===== src/rtl/writeback_stage.sv =====
// MEM/WB writeback stage: selects the writeback source, aligns and extends load data,
// and holds off upstream while a load response is outstanding.
module writeback_stage #(
  parameter int XLEN       = 32,
  parameter int REG_ADDR_W = 5
) (
  input  logic                  clk,
  input  logic                  rst_n,
  input  logic                  in_valid,
  output logic                  in_ready,
  input  logic [2:0]            wb_sel,
  input  logic                  reg_write,
  input  logic [REG_ADDR_W-1:0] rd,
  input  logic [XLEN-1:0]       alu_result,
  input  logic [XLEN-1:0]       pc_plus_4,
  input  logic [XLEN-1:0]       pc_plus_imm,
  input  logic [XLEN-1:0]       imm,
  input  logic [1:0]            load_size,
  input  logic                  load_unsigned,
  input  logic [1:0]            addr_low,
  input  logic [31:0]           mem_rdata,
  input  logic                  mem_rvalid,
  output logic                  rf_we,
  output logic [REG_ADDR_W-1:0] rf_waddr,
  output logic [XLEN-1:0]       rf_wdata,
  output logic                  misalign_err,
  output logic                  spurious_err
);

  typedef enum logic [0:0] {
    IDLE     = 1'b0,
    WAIT_MEM = 1'b1
  } state_t;

  localparam logic [2:0] SEL_ALU   = 3'b000;
  localparam logic [2:0] SEL_MEM   = 3'b001;
  localparam logic [2:0] SEL_PC4   = 3'b010;
  localparam logic [2:0] SEL_PCIMM = 3'b011;
  localparam logic [2:0] SEL_IMM   = 3'b100;

  state_t                state_q, state_d;
  logic [REG_ADDR_W-1:0] rd_q, rd_d;
  logic                  reg_write_q, reg_write_d;
  logic [1:0]            load_size_q, load_size_d;
  logic                  load_unsigned_q, load_unsigned_d;
  logic [1:0]            addr_low_q, addr_low_d;
  logic                  rf_we_q, rf_we_d;
  logic [REG_ADDR_W-1:0] rf_waddr_q, rf_waddr_d;
  logic [XLEN-1:0]       rf_wdata_q, rf_wdata_d;
  logic                  misalign_q, misalign_d;
  logic                  spurious_q, spurious_d;

  // Pick the lane addressed by addr_low and widen it to XLEN.
  function automatic logic [XLEN-1:0] extend_load(
    input logic [31:0] word,
    input logic [1:0]  size,
    input logic        uns,
    input logic [1:0]  addr
  );
    logic [XLEN-1:0] res;
    logic [7:0]      b;
    logic [15:0]     h;
    b = 8'(word >> {addr, 3'b000});
    h = 16'(word >> {addr[1], 4'b0000});
    case (size)
      2'b00: begin
        res      = {XLEN{b[7] & ~uns}};
        res[7:0] = b;
      end
      2'b01: begin
        res       = {XLEN{h[15] & ~uns}};
        res[15:0] = h;
      end
      default: begin
        res       = {XLEN{word[31] & ~uns}};
        res[31:0] = word;
      end
    endcase
    return res;
  endfunction

  function automatic logic is_misaligned(input logic [1:0] size, input logic [1:0] addr);
    case (size)
      2'b00:   return 1'b0;
      2'b01:   return addr[0];
      default: return addr != 2'b00;
    endcase
  endfunction

  function automatic logic [XLEN-1:0] select_src(input logic [2:0] sel);
    case (sel)
      SEL_PC4:   return pc_plus_4;
      SEL_PCIMM: return pc_plus_imm;
      SEL_IMM:   return imm;
      default:   return alu_result;
    endcase
  endfunction

  assign in_ready = (state_q == IDLE);

  always_comb begin
    state_d         = state_q;
    rd_d            = rd_q;
    reg_write_d     = reg_write_q;
    load_size_d     = load_size_q;
    load_unsigned_d = load_unsigned_q;
    addr_low_d      = addr_low_q;
    rf_we_d         = 1'b0;
    rf_waddr_d      = rf_waddr_q;
    rf_wdata_d      = rf_wdata_q;
    misalign_d      = 1'b0;
    spurious_d      = spurious_q;

    case (state_q)
      IDLE: begin
        // A response with nothing outstanding is flagged only; it never writes.
        if (mem_rvalid) spurious_d = 1'b1;
        if (in_valid) begin
          if (wb_sel == SEL_MEM) begin
            rd_d            = rd;
            reg_write_d     = reg_write;
            load_size_d     = load_size;
            load_unsigned_d = load_unsigned;
            addr_low_d      = addr_low;
            state_d         = WAIT_MEM;
          end else if (reg_write && (rd != '0)) begin
            rf_we_d    = 1'b1;
            rf_waddr_d = rd;
            rf_wdata_d = select_src(wb_sel);
          end
        end
      end
      WAIT_MEM: begin
        if (mem_rvalid) begin
          state_d = IDLE;
          if (is_misaligned(load_size_q, addr_low_q)) begin
            misalign_d = 1'b1;
          end else if (reg_write_q && (rd_q != '0)) begin
            rf_we_d    = 1'b1;
            rf_waddr_d = rd_q;
            rf_wdata_d = extend_load(mem_rdata, load_size_q, load_unsigned_q, addr_low_q);
          end
        end
      end
      default: state_d = IDLE;
    endcase
  end

  always_ff @(posedge clk or negedge rst_n) begin
    if (!rst_n) begin
      state_q         <= IDLE;
      rd_q            <= '0;
      reg_write_q     <= 1'b0;
      load_size_q     <= 2'b00;
      load_unsigned_q <= 1'b0;
      addr_low_q      <= 2'b00;
      rf_we_q         <= 1'b0;
      rf_waddr_q      <= '0;
      rf_wdata_q      <= '0;
      misalign_q      <= 1'b0;
      spurious_q      <= 1'b0;
    end else begin
      state_q         <= state_d;
      rd_q            <= rd_d;
      reg_write_q     <= reg_write_d;
      load_size_q     <= load_size_d;
      load_unsigned_q <= load_unsigned_d;
      addr_low_q      <= addr_low_d;
      rf_we_q         <= rf_we_d;
      rf_waddr_q      <= rf_waddr_d;
      rf_wdata_q      <= rf_wdata_d;
      misalign_q      <= misalign_d;
      spurious_q      <= spurious_d;
    end
  end

  assign rf_we        = rf_we_q;
  assign rf_waddr     = rf_waddr_q;
  assign rf_wdata     = rf_wdata_q;
  assign misalign_err = misalign_q;
  assign spurious_err = spurious_q;

endmodule


===== config.mk =====
export PLATFORM = sky130hd
export DESIGN_NAME = writeback_stage
export DESIGN_NICKNAME = d
export VERILOG_FILES = /design/src/rtl/writeback_stage.sv
export SDC_FILE = /design/constraint.sdc
export NUM_CORES = 1
export LEC_CHECK = 0
export ABC_AREA = 0
export ABC_CLOCK_PERIOD_IN_PS = 4700
export BUFFER_PORTS_ARGS = -buffer_cell sky130_fd_sc_hd__buf_2
export CORE_MARGIN = 2
export CORE_UTILIZATION = 45
export DETAILED_ROUTE_END_ITERATION = 6
export PLACE_DENSITY_LB_ADDON = 0.1
export SLEW_MARGIN = 20
export SYNTH_ARGS = -nofsm -noshare
export SYNTH_HDL_FRONTEND = slang
export SYNTH_SLANG_ARGS = --single-unit

===== constraint.sdc =====
create_clock -name clk -period 4.7 [get_ports clk]
set_input_delay 0.94 -clock clk [delete_from_list [all_inputs] [get_ports clk]]
set_output_delay 0.94 -clock clk [all_outputs]
set_load 0.03 [all_outputs]

==> qor.yml, run 1 <==
synthMuxAreaShare: 0.0882
synth_xor_area_frac: 0
cts_sinks: 52
most-common-layout-cells: "218 x buf_2, 52 x dfrtp_1, 28 x nand2_1"
worst_slew_pin_slew_ns: 0.980
io_pins: 219
busiest_layer: "met2"
ys_seq_area_frac: 0.331
worst_setup_path_start_kind: "primary input"
final_util: 0.588
grt_pass1_vias: 4065
fill_cells: 822
cts_buffer_depth: 2
start_util: 0.457
clock_skew_ns: 0.00809
postSynthAreaPerCell_um2: 9.71
cp.arrival_ns: 3.22
use_met2: 0.439
worstPathMaxFanout: 44
clk_root_buffer_cell: "clkbuf_8"
critical_path_class: "primary input to register"
ir_drop_v: 0.000233
status: "completed"
synthFlopType: "dfrtp_1"
rsz0062_at_grt: "false"
diodes: 0
synth_edf_count: 0
finalMaxSlewViolations: 0
wire_per_inst_um: 18.1
setup_violations: 0
synth_adder_area_share: 0
fin_ws_ns: 1.64
dp.cells: 697
period_minus_slack_ns: 3.06
port_buffers: 218
layout-drive-gt1-share: 0.498
htree_levels: 2
end_kind: "register"
syn_inst: 405
final_common_cell: "buf_2"
routabilityCongestion: 0.897
powerDensity_mw_per_mm2: 338
rows: 34
fin_area_mm2: 0.00505
nets: 774
yosys.area_share.simple: 0.132
syn_nets: 583
ctsResizeCount: 0
drc: 0
ys_seq_elements: 52
fmax_mhz: 327
grt_usage: 0.266
drt_wl_total_mm: 12.8
area_growth_pct: 28.4
dieArea_mm2: 0.00950
grt_overflow: 0
hold_violations: 0
drv_cap: 0
use_met3: 0.0489
antenna_found_initial: 1
relSlewSlack: 0.345
vias_per_cell: 5.75
core_mm2: 0.00859
setup_tns_ns: 0
num_vias: 4051
hold_path.class: "register to register"
grt_pass1_wl_mm: 20.7
first_iter_violations: 197
timing.final.crit_share: 0.650
synth_compound_gate_area_share: 0.384
die_y_um: 97.5
dp_hpwl_mm: 9.61
p_leak_nw: 2.27
ys_warn_count: 0
clk_pin_slew_ns: 0.09
cts_tree: "done"
cts_setup_buffers: 0
cts_buffers: 5
postCtsHoldBufs: 0
synth-async-reset-ratio: 1.00
clock_latency_ns: 0.31
r2r_setup_slack_ns: 2.02
synth_top_family_by_area: "compound AO/OA/AOI/OAI gates"
netlist_area_mm2: 0.00393
ant_nets: 0
finalNonFillerCells: 704
place_worst_setup_slack_ns: 1.34
synth.distinct_cells: 49
use_met1: 0.362
grt_max_degree: 53
first_pass_iters: 4
die_w_um: 97.5
placed_area_mm2: 0.00497
cp.required_ns: 4.86
per-layer routing:
layer,vias up,wire length (um)
met5,-,0
met4,0,247
met3,19,931
met2,173,6120
met1,1908,5450
li1,1951,-
cell type report:
cell class / instances / area [um2] / area share
timing repair buffer: 223 / 1130 / 0.224
clock buffer: 6 / 72.6 / 0.0144
multi-input combinational: 307 / 2380 / 0.471
clock inverter: 1 / 5.00 / 0.000991
inverter: 7 / 28.8 / 0.00570
sequential: 52 / 1300 / 0.258
tap: 108 / 135 / 0.0268
kinds of logic (layout without fill, tap and decap cells):
logic type             count (synthesis)  in the layout
AOI/OAI and AO/OA                    183            183
buffers and inverters                 46            237
DFF                                   52             52
muxes                                 32             32
and+or+nand+nor                       92             92
critical path: stages:
cell       delay (ns)
buf_2            0.53
or3b_1           0.44
o2111ai_1        0.12
o31a_2           0.16
buf_4            0.40
inv_4            0.33
nor2_1           0.20
a31oi_2          0.05
Yosys cell counts (6+ instances only):
master | n | share of area
nor2_1 | 20 | 0.019
nand2b_1 | 20 | 0.032
o21ai_0 | 18 | 0.023
o31ai_2 | 10 | 0.032
o211ai_1 | 7 | 0.013
o22ai_1 | 23 | 0.037
a31oi_2 | 15 | 0.048
o22a_1 | 24 | 0.053
mux2_2 | 11 | 0.032
a21boi_1 | 13 | 0.025
buf_2 | 14 | 0.018
clkbuf_1 | 13 | 0.012
buf_6 | 6 | 0.017
o221ai_1 | 23 | 0.051
a21oi_1 | 18 | 0.023
nor2_4 | 10 | 0.029
dfrtp_1 | 52 | 0.33
o221a_2 | 8 | 0.023
o31ai_1 | 6 | 0.011
mux2i_1 | 20 | 0.051
nand2_1 | 28 | 0.027
worst paths after layout:
kind / startpoint / endpoint / cells after the start
max in group asynchronous: rst_n / rf_wdata[12] / 2
worst max register to register: state_q / rf_wdata[19] / 5
worst max-delay path: wb_sel[0] / rf_wdata[0] / 8
worst min register to register: spurious_err / spurious_err / 1
min in group asynchronous: rst_n / rf_wdata[27] / 2
worst min-delay path: spurious_err / spurious_err / 1
state kept, by name (all words and copies together), names as in the netlist:
signal / count
spurious_err: 1
misalign_err: 1
state_q: 1
rf_waddr: 5
reg_write_q: 1
rf_we: 1
rd_q: 5
addr_low_q: 2
rf_wdata: 32
load_size_q: 2
load_unsigned_q: 1
power breakdown:
part | total [W] | switching, W | leakage [nW] | internal, W
registers | 0.000654 | 0.000101 | 0.618 | 0.000554
logic | 0.000808 | 0.000493 | 1.61 | 0.000315
clock network | 0.000245 | 0.000144 | 0.0410 | 0.000102
total | 0.00171 | 0.000737 | 2.27 | 0.000971
per-stage QoR:
stage,power (W),hold WS [ns]
global placement,0.00146,0.435
global route,0.00181,0.493
detailed placement,0.00147,0.450
CTS,0.00172,0.478
finish,0.00171,0.477
floorplan,0.00122,0.480
(Power assumes the default switching activity.)
==> run 2: changes to the inputs <==
--- a/config.mk
+++ b/config.mk
@@ -6,10 +6,10 @@
 export NUM_CORES = 1
 export LEC_CHECK = 0
 export ABC_AREA = 0
-export ABC_CLOCK_PERIOD_IN_PS = 4700
+export ABC_CLOCK_PERIOD_IN_PS = 2700
 export BUFFER_PORTS_ARGS = -buffer_cell sky130_fd_sc_hd__buf_2
 export CORE_MARGIN = 2
-export CORE_UTILIZATION = 45
+export CORE_UTILIZATION = 41
 export DETAILED_ROUTE_END_ITERATION = 6
 export PLACE_DENSITY_LB_ADDON = 0.1
 export SLEW_MARGIN = 20
==> constraint.sdc (replaced) <==
create_clock -name clk -period 2.7 [get_ports clk]
set_input_delay 0.54 -clock clk [delete_from_list [all_inputs] [get_ports clk]]
set_output_delay 0.54 -clock clk [all_outputs]
set_load 0.03 [all_outputs]
==> run 2 against run 1 <==
Net effect: combinational power rose by 81%; core utilization fell by 2.8 points; final cell count rose by 4.7%; first-iteration DRC count fell by 17%; clock power rose by 120%; global-route usage fell by 1.5 points; largest cell class unchanged.
==> qor.yml, run 2 (synthesis gave the netlist of run 1 again) <==
grt_max_degree: 53
wire_per_inst_um: 18.1
grt_pass1_wl_mm: 20.2
worst_setup_path_start_kind: "register"
cp_common_cell: "buf_4"
htree_levels: 2
hold_violations: 0
fin_ws_ns: 0.499
clock_skew_ns: 0.00740
total_power_w: 0.00312
cts_setup_buffers: 0
worst_slew_pin_slew_ns: 0.763
place_worst_setup_slack_ns: 0.265
dieArea_mm2: 0.0104
die_w_um: 102
drt_wl_total_mm: 13.3
period_minus_slack_ns: 2.20
first_iter_violations: 163
relSlewSlack: 0.489
clock_latency_ns: 0.31
cts_buffers: 5
max_stage_delay_ns: 0.47
first_pass_iters: 5
ir_drop_v: 0.000437
dp.cells: 727
finalNonFillerCells: 737
antenna_found_initial: 1
fmax_mhz: 454
core_mm2: 0.00928
die_y_um: 102
cp.required_ns: 2.16
drc: 0
worstPathMaxFanout: 19
grt_usage: 0.251
clk_pin_slew_ns: 0.10
cts_buffer_depth: 2
fin_area_mm2: 0.00519
layout-drive-gt1-share: 0.507
cts_tree: "done"
routed.top_layer: "met4"
finalMaxSlewViolations: 0
final_common_cell: "buf_2"
num_vias: 4071
rsz0062_at_grt: "false"
wl_met1_mm: 5.40
dp_hpwl_mm: 10.4
routabilityCongestion: 0.809
grt_overflow: 0
nets: 783
critical_path_class: "register to output port"
port_buffers: 218
timing.final.crit_share: 0.815
io_pins: 219
postCtsHoldBufs: 0
met3_length_mm: 1.17
p_leak_nw: 2.33
largest_reg_flops: 32
clk_root_buffer_cell: "clkbuf_8"
met2_length_mm: 6.59
placed_area_mm2: 0.00508
setup_tns_ns: 0
cp.arrival_ns: 1.66
end_kind: "output port"
area_growth_pct: 32.0
status: "completed"
powerDensity_mw_per_mm2: 600
drv_cap: 0
path_cells: "buf_4 > inv_1 > buf_4 > buf_2"
ctsResizeCount: 0
setup_violations: 0
start_util: 0.423
cts_sinks: 52
rows: 35
vias_per_cell: 5.52
hold_path.class: "primary input to async pin"
ant_nets: 0
most-common-layout-cells: "218 x buf_2, 52 x dfrtp_1, 28 x nand2_1"
fill_cells: 918
cp_slowest_cell: "dfrtp_1"
grt_pass1_vias: 3912
[run 2: changes by cell type in the layout (fill, tap and decap cells not counted)]
cell,before,now
buf_12,0,1
bufinv_16,0,1
buf_4,5,13
diode_2,0,2
[run 2: final cells by class]
cell class,instances,area [um2],area share
antenna,2,5.00,0.000964
clock buffer,6,72.6,0.0140
clock inverter,2,35.0,0.00675
inverter,7,28.8,0.00554
multi-input combinational,307,2380,0.458
sequential,52,1300,0.251
tap,129,161,0.0311
timing repair buffer,232,1210,0.233
[run 2: routing by layer]
layer | up-vias | GRT usage
met5 | - | 0
met4 | 0 | 0.0523
li1 | 1978 | -
met1 | 1913 | 0.325
met2 | 169 | 0.442
met3 | 11 | 0.0445
[run 2: where the power goes]
part / switching [W] / internal [W]
logic: 0.000890 / 0.000567
clock network: 0.000264 / 0.000276
registers: 0.000155 / 0.000964
total: 0.00131 / 0.00181
[run 2: path summary, 6_finish.rpt]
path | start | end | slack (ns) | depth (start not counted)
min | rst_n | rf_we | 0.34 | 2
min reg2reg | spurious_err | spurious_err | 0.47 | 1
max in group asynchronous | rst_n | rf_wdata[16] | 1.90 | 2
min in group clk | mem_rvalid | state_q | 0.44 | 2
max | state_q | in_ready | 0.50 | 4
max reg2reg | addr_low_q[1] | rf_wdata[17] | 0.59 | 7
[run 2: worst max-delay path: cells and delay by family (launching register included)]
family / cells / cell delay, ns
buffers and inverters: 4 / 0.86
flip-flops: 1 / 0.47
[run 2: stage by stage]
stage                     utilization  hold WS, ns
final                           0.559        0.339
after global routing            0.559        0.403
after CTS                       0.558        0.372
after detailed placement        0.547        0.459
after global placement          0.547        0.437
after floorplan                     -        0.244
